--- config.mk ---
export PLATFORM = sky130hd
export DESIGN_NAME = main_control_fsm
export DESIGN_NICKNAME = d
export VERILOG_FILES = /design/src/rtl/main_control_fsm.sv
export SDC_FILE = /design/constraint.sdc
export NUM_CORES = 1
export LEC_CHECK = 0
export BUFFER_PORTS_ARGS = -buffer_cell sky130_fd_sc_hd__buf_2
export CORE_AREA = 2 2 39 41
export CTS_CLUSTER_SIZE = 28
export DETAILED_ROUTE_END_ITERATION = 6
export DIE_AREA = 0 0 41 43
export HOLD_SLACK_MARGIN = 0.12
export PLACE_DENSITY = 0.72
export SYNTH_ARGS = -nofsm -noshare
export SYNTH_HDL_FRONTEND = slang
export SYNTH_SLANG_ARGS = --single-unit
export TNS_END_PERCENT = 1
--- constraint.sdc ---
create_clock -name clk -period 1.1 [get_ports clk]
set_input_delay 0.11 -clock clk [delete_from_list [all_inputs] [get_ports clk]]
set_output_delay 0.11 -clock clk [all_outputs]
set_load 0.02 [all_outputs]
--- src/rtl/main_control_fsm.sv ---
// Multicycle datapath main controller: Moore FSM sequencing fetch, decode, memory, ALU, branch and jump.
// Optional addi support is enabled by defining MAIN_CTRL_ADDI_EN.
//
// state  | meaning
// IDLE   | post-reset idle, all strobes low, enters FETCH next cycle
// FETCH  | instruction read; IR and PC update when mem_ready
// DECODE | register read, branch target precompute, opcode dispatch
// MEMADR | load/store effective address
// MEMRD  | data read, held until mem_ready
// MEMWB  | load writeback to rt
// MEMWR  | data write, held until mem_ready
// EXEC   | R-type ALU operation
// ALUWB  | R-type writeback to rd
// BRANCH | beq compare and conditional PC update
// JUMP   | unconditional PC update to jump target
// ADDIEX | addi ALU operation (MAIN_CTRL_ADDI_EN only)
// ADDIWB | addi writeback to rt (MAIN_CTRL_ADDI_EN only)
module main_control_fsm (
  input  logic       clk,
  input  logic       rst_n,
  input  logic [5:0] opcode,
  input  logic       mem_ready,
  output logic       pc_write,
  output logic       pc_write_cond,
  output logic       i_or_d,
  output logic       mem_read,
  output logic       mem_write,
  output logic       ir_write,
  output logic       mem_to_reg,
  output logic       reg_dst,
  output logic       reg_write,
  output logic       alu_src_a,
  output logic [1:0] alu_src_b,
  output logic [1:0] pc_source,
  output logic [1:0] alu_op,
  output logic       illegal_op,
  output logic [3:0] state
);

  typedef enum logic [3:0] {
    S_IDLE   = 4'd0,
    S_FETCH  = 4'd1,
    S_DECODE = 4'd2,
    S_MEMADR = 4'd3,
    S_MEMRD  = 4'd4,
    S_MEMWB  = 4'd5,
    S_MEMWR  = 4'd6,
    S_EXEC   = 4'd7,
    S_ALUWB  = 4'd8,
    S_BRANCH = 4'd9,
    S_JUMP   = 4'd10,
    S_ADDIEX = 4'd11,
    S_ADDIWB = 4'd12
  } state_t;

  localparam logic [5:0] OP_RTYPE = 6'b000000;
  localparam logic [5:0] OP_LW    = 6'b100011;
  localparam logic [5:0] OP_SW    = 6'b101011;
  localparam logic [5:0] OP_BEQ   = 6'b000100;
  localparam logic [5:0] OP_J     = 6'b000010;
  localparam logic [5:0] OP_ADDI  = 6'b001000;

  state_t r_state;
  state_t w_next_state;

  always_ff @(posedge clk) begin
    if (!rst_n) r_state <= S_IDLE;
    else        r_state <= w_next_state;
  end

  assign state = r_state;

  always_comb begin
    w_next_state  = S_FETCH;
    pc_write      = 1'b0;
    pc_write_cond = 1'b0;
    i_or_d        = 1'b0;
    mem_read      = 1'b0;
    mem_write     = 1'b0;
    ir_write      = 1'b0;
    mem_to_reg    = 1'b0;
    reg_dst       = 1'b0;
    reg_write     = 1'b0;
    alu_src_a     = 1'b0;
    alu_src_b     = 2'b00;
    pc_source     = 2'b00;
    alu_op        = 2'b00;
    illegal_op    = 1'b0;

    case (r_state)
      S_IDLE: w_next_state = S_FETCH;

      S_FETCH: begin
        mem_read  = 1'b1;
        alu_src_b = 2'b01;
        ir_write  = mem_ready;
        pc_write  = mem_ready;
        w_next_state = mem_ready ? S_DECODE : S_FETCH;
      end

      S_DECODE: begin
        alu_src_b = 2'b11;
        case (opcode)
          OP_LW, OP_SW: w_next_state = S_MEMADR;
          OP_RTYPE:     w_next_state = S_EXEC;
          OP_BEQ:       w_next_state = S_BRANCH;
          OP_J:         w_next_state = S_JUMP;
`ifdef MAIN_CTRL_ADDI_EN
          OP_ADDI:      w_next_state = S_ADDIEX;
`endif
          default: begin
            illegal_op   = 1'b1;
            w_next_state = S_FETCH;
          end
        endcase
      end

      S_MEMADR: begin
        alu_src_a = 1'b1;
        alu_src_b = 2'b10;
        w_next_state = (opcode == OP_LW) ? S_MEMRD : S_MEMWR;
      end

      S_MEMRD: begin
        mem_read = 1'b1;
        i_or_d   = 1'b1;
        w_next_state = mem_ready ? S_MEMWB : S_MEMRD;
      end

      S_MEMWB: begin
        reg_write  = 1'b1;
        mem_to_reg = 1'b1;
      end

      S_MEMWR: begin
        mem_write = 1'b1;
        i_or_d    = 1'b1;
        w_next_state = mem_ready ? S_FETCH : S_MEMWR;
      end

      S_EXEC: begin
        alu_src_a = 1'b1;
        alu_op    = 2'b10;
        w_next_state = S_ALUWB;
      end

      S_ALUWB: begin
        reg_write = 1'b1;
        reg_dst   = 1'b1;
      end

      S_BRANCH: begin
        alu_src_a     = 1'b1;
        alu_op        = 2'b01;
        pc_write_cond = 1'b1;
        pc_source     = 2'b01;
      end

      S_JUMP: begin
        pc_write  = 1'b1;
        pc_source = 2'b10;
      end

`ifdef MAIN_CTRL_ADDI_EN
      S_ADDIEX: begin
        alu_src_a = 1'b1;
        alu_src_b = 2'b10;
        w_next_state = S_ADDIWB;
      end

      S_ADDIWB: reg_write = 1'b1;
`endif

      // Unused encodings (13-15, and 11/12 without addi) recover to FETCH with strobes low.
      default: w_next_state = S_FETCH;
    endcase
  end

endmodule

==> results of run 1 <==
==> cells by family after synthesis <==
group | Yosys count
AOI/OAI and AO/OA | 15
xor gates and xnor gates | 2
buffers and inverters | 7
DFF | 4
muxes | 1
and+or+nand+nor | 39
==> per-layer routing <==
metal	vias up	routed length (um)	GRT usage, %
li1	340	-	-
met1	351	647	24.4
met2	39	933	40.0
met3	3	120	0.524
met4	0	26	8.00
met5	-	0	0
==> synthesized netlist by cell type (2+ instances only) <==
library cell | count | area share [%]
nor2_1 | 11 | 9.1
and2_1 | 2 | 2.8
o21ai_1 | 2 | 2.2
nand4_1 | 2 | 2.8
a21oi_1 | 3 | 3.3
nand2_1 | 3 | 2.5
dfxtp_1 | 4 | 18
nand3_1 | 2 | 2.2
nand2b_1 | 10 | 14
nor2b_1 | 3 | 4.1
a31oi_1 | 2 | 2.8
o22ai_1 | 2 | 2.8
xnor2_1 | 2 | 3.9
nor3_1 | 4 | 4.4
buf_2 | 3 | 3.3
inv_1 | 2 | 1.7
==> worst paths after layout <==
kind	start	endpoint	slack (ns)	cells after the start
min	opcode[1]	state[2]	0.26	4
max	state[3]	reg_write	-0.27	4
max reg2reg	state[2]	state[0]	-0.14	5
min reg2reg	state[0]	state[1]	0.66	3
==> layout by cell type (no fill, tap or decap), types with 2 or more instances in the layout <==
cell and count:
nand2b_1 6, nor2_2 3, buf_6 16, inv_1 2
nor2_1 2, a21oi_1 3, a21boi_2 2, dfxtp_4 3
nand2b_4 4, nor2_4 6, nand3_1 2, nand4_1 2
buf_4 21, a31oi_1 2, clkbuf_4 3, buf_2 12
nor3_1 2, nor2b_1 3
==> power by group through the flow <==
| stage | clock, mW | sequential [mW] | combinational [mW] |
|---|---|---|---|
| after detailed placement | 0 | 0.154 | 0.221 |
| after CTS | 0.221 | 0.151 | 0.249 |
| final | 0.223 | 0.151 | 0.267 |
| after floorplan | 0 | 0.161 | 0.116 |
| after global placement | 0 | 0.154 | 0.218 |
| after global routing | 0.227 | 0.152 | 0.286 |
==> repair_timing <==
item                                   4_1_cts  5_1_grt
endpoints found under the hold margin        1        0
pin swaps                                    7        6
hold buffers                                 1        0
setup endpoints to repair                   20       22
gates cloned                                 0        0
resized for setup                           34       14
setup buffers                                2        0
==> through the flow <==
step | setup WS [ns] | area [um^2] | instances | util (%)
detailed placement | -0.139 | 865 | 127 | 62.5
CTS | -0.262 | 1020 | 134 | 73.4
global placement | -0.104 | 865 | 127 | 62.5
floorplan | -0.0766 | 602 | 68 | -
finish | -0.274 | 1070 | 134 | 77.2
global route | -0.294 | 1070 | 134 | 77.2
==> final cells by class <==
| type | count | area (um^2) | area share, % |
|---|---|---|---|
| Sequential cell | 4 | 92.6 | 8.67 |
| Multi-Input combinational cell | 57 | 508 | 47.5 |
| Clock buffer | 4 | 26.3 | 2.46 |
| Inverter | 3 | 13.8 | 1.29 |
| Timing Repair Buffer | 50 | 408 | 38.2 |
| Tap cell | 16 | 20.0 | 1.87 |
==> critical path, cell delays in order, from the launching register on <==
cell and delay [ns]:
dfxtp_4 0.43, nand2b_4 0.19, nor2_4 0.04, or2_4 0.22, buf_6 0.13
==> summary.md, run 1 <==
| Metric | Value |
|---|---|
| Outcome | `finished, violations left` |
| Violated checks | `negative setup slack` |
| DR iter-0 viols | `15` |
| Clock Tree Root | `clkbuf_4` |
| Syn_nets | `77` |
| Post-synth top flop | `dfxtp_1` |
| Critical Path Source Type | `flop` |
| Antenna-violating nets left | `0` |
| Drt pass-1 iters | `4` |
| Clock Latency Late Sink | `0.25 ns` |
| Initial antenna violation count | `0` |
| Final wirelength | `1.73 mm` |
| Measured slew at the worst slew-check pin | `0.252 ns` |
| Placeable Area | `1380 um^2` |
| Tcrit/Tclk final | `125%` |
| Seq pwr share | `23.6%` |
| Clock-pin slew on the worst setup and hold paths | `0.05 ns` |
| CTS tree | `done` |
| Die span in x | `41 um` |
| Mapped Cells | `68` |
| Hold violation count in the final report | `0` |
| RSZ-0062 raised after global routing | `yes` |
| Leakage | `0.465 nW` |
| Worst path required time | `0.99 ns` |
| Clock share of power | `34.8%` |
| Net Switching | `0.225 mW` |
| Max FFs per register | `4` |
| H-tree depth | `1` |
| Maximum buffer depth of the clock tree | `2` |
| I/O pins | `30` |
| # fillers | `92` |
| Asr flop ratio synth | `0%` |
| EDFF count, synth | `0` |
| Die Y | `43 um` |
| Wire per inst | `12.9 um` |
| Kind of critical path | `reg -> out` |
| Xor and xnor area share after synthesis | `3.87%` |
| Worst hold path class | `in -> reg` |
| CP Max Fanout | `7` |
| Sw Ratio | `35.1%` |
| Synth unique cells | `27` |
| Int Pwr | `0.416 mW` |
| Layout cells sized above 1 | `70.3%` |
| Power Total | `0.641 mW` |
| Largest net degree at the start of global routing | `8` |
| Largest family of logic cells by synthesized area | `simple AND/OR/NAND/NOR gates` |
| Arrival time worst endpoint | `1.26 ns` |
| Max-slew violation count | `0` |
| Gate power share | `41.7%` |
| Post-route DRC | `0` |
| Synth Register Bits | `4` |
| Fin worst setup slack | `-0.274 ns` |
| Fin Hold WS | `0.263 ns` |
| Area growth from synthesis to layout | `136%` |
| Via-to-Cell Ratio | `5.47` |
| Crit end category | `primary output` |
| Initial Util | `32.7%` |
| CTS buffer count | `3` |
| Compound-Gate Fraction of Synth Area | `23.2%` |
| Avg Synthesized Cell Area | `6.66 um^2` |
| Mux cell area share after synthesis | `2.21%` |
| First-pass GRT wire length | `2.71 mm` |
| Final HPWL DP | `1.19 mm` |
| Adder-Cell Fraction of Synth Area | `0%` |
| Slew headroom | `83.1%` |
| Peak supply drop | `380 uV` |
| Final Skew | `0.00346 ns` |
| Inserted Diodes | `0` |
| Total track usage | `21.8%` |
| Via count | `733` |
| Pwr per Cell Area | `600 nW/um^2` |
| Max-Cap Viols | `0` |
| Number of global-route vias before repair | `651` |
| Yosys warns | `0` |
| Area of the mapped netlist | `453 um^2` |
| CTS Sinks | `4` |
| Row count | `14` |
| Fmax | `0.728 GHz` |
| Die area | `1760 um^2` |
| IO Port Bufs | `29` |
| Sequential area share after synthesis | `17.7%` |
| Nets@finish | `128` |
| Final Setup Violations | `21` |
| Fin Setup TNS | `-3.51 ns` |
| Final min period | `1.37 ns` |
| GRT overflow | `0` |
| Synth Area in Simple Gates | `45.6%` |
| Placer Congestion | `0.756` |
(Power assumes the default switching activity.)
==> run 2, diff against run 1 <==
--- a/config.mk
+++ b/config.mk
@@ -12,6 +12,8 @@
 export DIE_AREA = 0 0 41 43
 export HOLD_SLACK_MARGIN = 0.12
 export PLACE_DENSITY = 0.72
+export RECOVER_POWER = 100
+export SETUP_SLACK_MARGIN = 0.5
 export SYNTH_ARGS = -nofsm -noshare
 export SYNTH_HDL_FRONTEND = slang
 export SYNTH_SLANG_ARGS = --single-unit
==> summary.md, run 2 (same netlist as run 1, synthesis figures left out) <==
| Metric | Value |
|---|---|
| Fin Hold WS | `0.0927 ns (-0.171 ns)` |
| Fin Setup TNS | `-3.46 ns (+0.0507 ns)` |
| Nets@finish | `127 (-0.78%)` |
| Final HPWL DP | `1.19 mm (unchanged)` |
| Measured slew at the worst slew-check pin | `0.252 ns (-0.000532 ns)` |
| Number of global-route vias before repair | `660 (+1.4%)` |
| CTS tree | `done` |
| Kind of critical path | `reg -> out` |
| Max incr delay on CP | `0.43 ns (about the same)` |
| Met1 Wirelength | `610 um (-5.7%)` |
| Layout cells sized above 1 | `71.8% (+1.5 points)` |
| Multi-input gate area | `510 um^2 (+0.49%)` |
| Final wirelength | `1.67 mm (-3.2%)` |
| Finished Cell Area | `1060 um^2 (-0.94%)` |
| Largest net degree at the start of global routing | `8 (unchanged)` |
| Row count | `14 (unchanged)` |
| CTS buffer count | `3 (unchanged)` |
| Final min period | `1.37 ns (-0.00153 ns)` |
| RR Endpoint | `state[0]` |
| Worst path required time | `0.99 ns (about the same)` |
| Initial Util | `32.7% (unchanged)` |
| CP max-delay cell | `dfxtp_4` |
| FF-to-FF path depth | `5 (unchanged)` |
| RSZ-0062 raised after global routing | `yes` |
| Max FFs per register | `4 (unchanged)` |
| Leakage | `0.462 nW (-0.59%)` |
| Crit path capture | `reg_write` |
| Critical Path Start | `state[3]` |
| Reg2reg start | `state[2]` |
| Antenna-violating nets left | `0 (unchanged)` |
| Final Setup Violations | `20 (-4.8%)` |
| Buffer and inverter count on the worst path | `1 (unchanged)` |
| Die span in x | `41 um (unchanged)` |
| Maximum buffer depth of the clock tree | `2 (unchanged)` |
| Top Metal Used | `met4` |
| Wire per inst | `12.6 um (-2.5%)` |
| Family with the most delay on the worst path | `simple AND/OR/NAND/NOR gates` |
| Most frequent cells in the layout | `buf_4 (20), buf_6 (16), buf_2 (11)` |
| GRT overflow | `0 (unchanged)` |
| Slew headroom | `83.2% (about the same)` |
| Reg2reg setup slack | `-0.13 ns (about the same)` |
| Area growth from synthesis to layout | `134%` |
| Max-Cap Viols | `0 (unchanged)` |
| CTS Sinks | `4 (unchanged)` |
| Hold Startpoint | `rst_n` |
| CP Max Fanout | `7 (unchanged)` |
| Clock Tree Root | `clkbuf_4` |
| Clock Latency Late Sink | `0.25 ns (about the same)` |
| Post-DP Area | `865 um^2 (unchanged)` |
| I/O pins | `30 (unchanged)` |
| Post-route DRC | `0 (unchanged)` |
| Worst hold path class | `in -> reg` |
| Die Y | `43 um (unchanged)` |
| Peak supply drop | `361 uV (-4.9%)` |
| Via count | `702 (-4.2%)` |
| Clock-pin slew on the worst setup and hold paths | `0.04 ns (about the same)` |
| Drt pass-1 iters | `4 (unchanged)` |
| Outcome | `finished, violations left` |
| Violated checks | `negative setup slack` |
| Tcrit/Tclk final | `125% (-0.14 points)` |
| Fmax | `0.729 GHz (+0.11%)` |
| Pwr per Cell Area | `603 nW/um^2 (+0.50%)` |
| First-pass GRT wire length | `2.73 mm (+0.52%)` |
| Die area | `1760 um^2 (unchanged)` |
| Met3 wire length | `107 um (-11%)` |
| Hold violation count in the final report | `0 (unchanged)` |
| Max-slew violation count | `0 (unchanged)` |
| Crit end category | `primary output` |
| DR iter-0 viols | `6 (-9)` |
| Inserted Diodes | `0 (unchanged)` |
| IO Port Bufs | `29 (unchanged)` |
| Critical Path Source Type | `flop` |
| Arrival time worst endpoint | `1.26 ns (about the same)` |
| Total track usage | `21.8% (unchanged)` |
| Met2 wire len | `925 um (-0.86%)` |
| FF/Latch Area | `92.6 um^2 (unchanged)` |
| H-tree depth | `1 (unchanged)` |
| Dpl ws | `-0.139 ns (unchanged)` |
| Commonest non-fill, non-tap cell in the layout | `buf_4` |
| Initial antenna violation count | `0 (unchanged)` |
| Placer Congestion | `0.756 (unchanged)` |
| Final Util | `76.5% (-0.72 points)` |
| Crit path cell chain | `nand2b_4 -> nor2_4 -> or2_4 -> buf_6` |
| Via-to-Cell Ratio | `5.28 (-3.5%)` |
| Levels on crit path | `4 (unchanged)` |
| Placeable Area | `1380 um^2 (unchanged)` |
| Final Skew | `0.00252 ns (-0.000942 ns)` |
| Fin worst setup slack | `-0.272 ns (+0.00153 ns)` |
| # fillers | `92 (unchanged)` |
==> run 2: worst register-to-register path, cell delays in order (launching register included) <==
cell	delay, ns
dfxtp_4	0.38
buf_2	0.16
nand2b_1	0.16
nand2b_1	0.08
a21oi_1	0.07
o31a_1	0.27
==> run 2: metal layers <==
metal | up-vias | track usage [%]
li1 | 335 | -
met1 | 330 | 24.4
met2 | 34 | 40.0
met3 | 3 | 0.524
met4 | 0 | 8.00
met5 | - | 0
==> run 2: metrics by stage <==
step,std cells,power (mW)
global route,133,0.661
finish,133,0.638
global placement,127,0.372
detailed placement,127,0.375
CTS,133,0.620
floorplan,68,0.277
==> run 2: final cells by class <==
cell class	instances	area share, %
multi-input cells	57	48.2
repair buffers	49	37.4
flip-flops and latches	4	8.75
clock buffers	4	2.48
well taps	16	1.89
inverters	3	1.30
==> run 2: worst min-delay path by stage <==
stage,endpoint,slack [ns],cells after the start
global route,state[0],0.12,2
floorplan,state[0],0.23,1
CTS,state[0],0.09,2
detailed placement,state[0],0.34,2
finish,state[0],0.09,2
global placement,state[0],0.36,2
==> run 2: power by group <==
part           switching [mW]  internal, mW
registers             0.00595         0.145
clock network          0.0860         0.138
logic                   0.132         0.131
==> run 2: repair_timing <==
action / CTS / global route
buffers inserted: 2 / 0
pin swaps: 7 / 5
hold endpoints to repair: 1 / 1
resized for setup: 35 / 13
setup endpoints to repair: 25 / 25
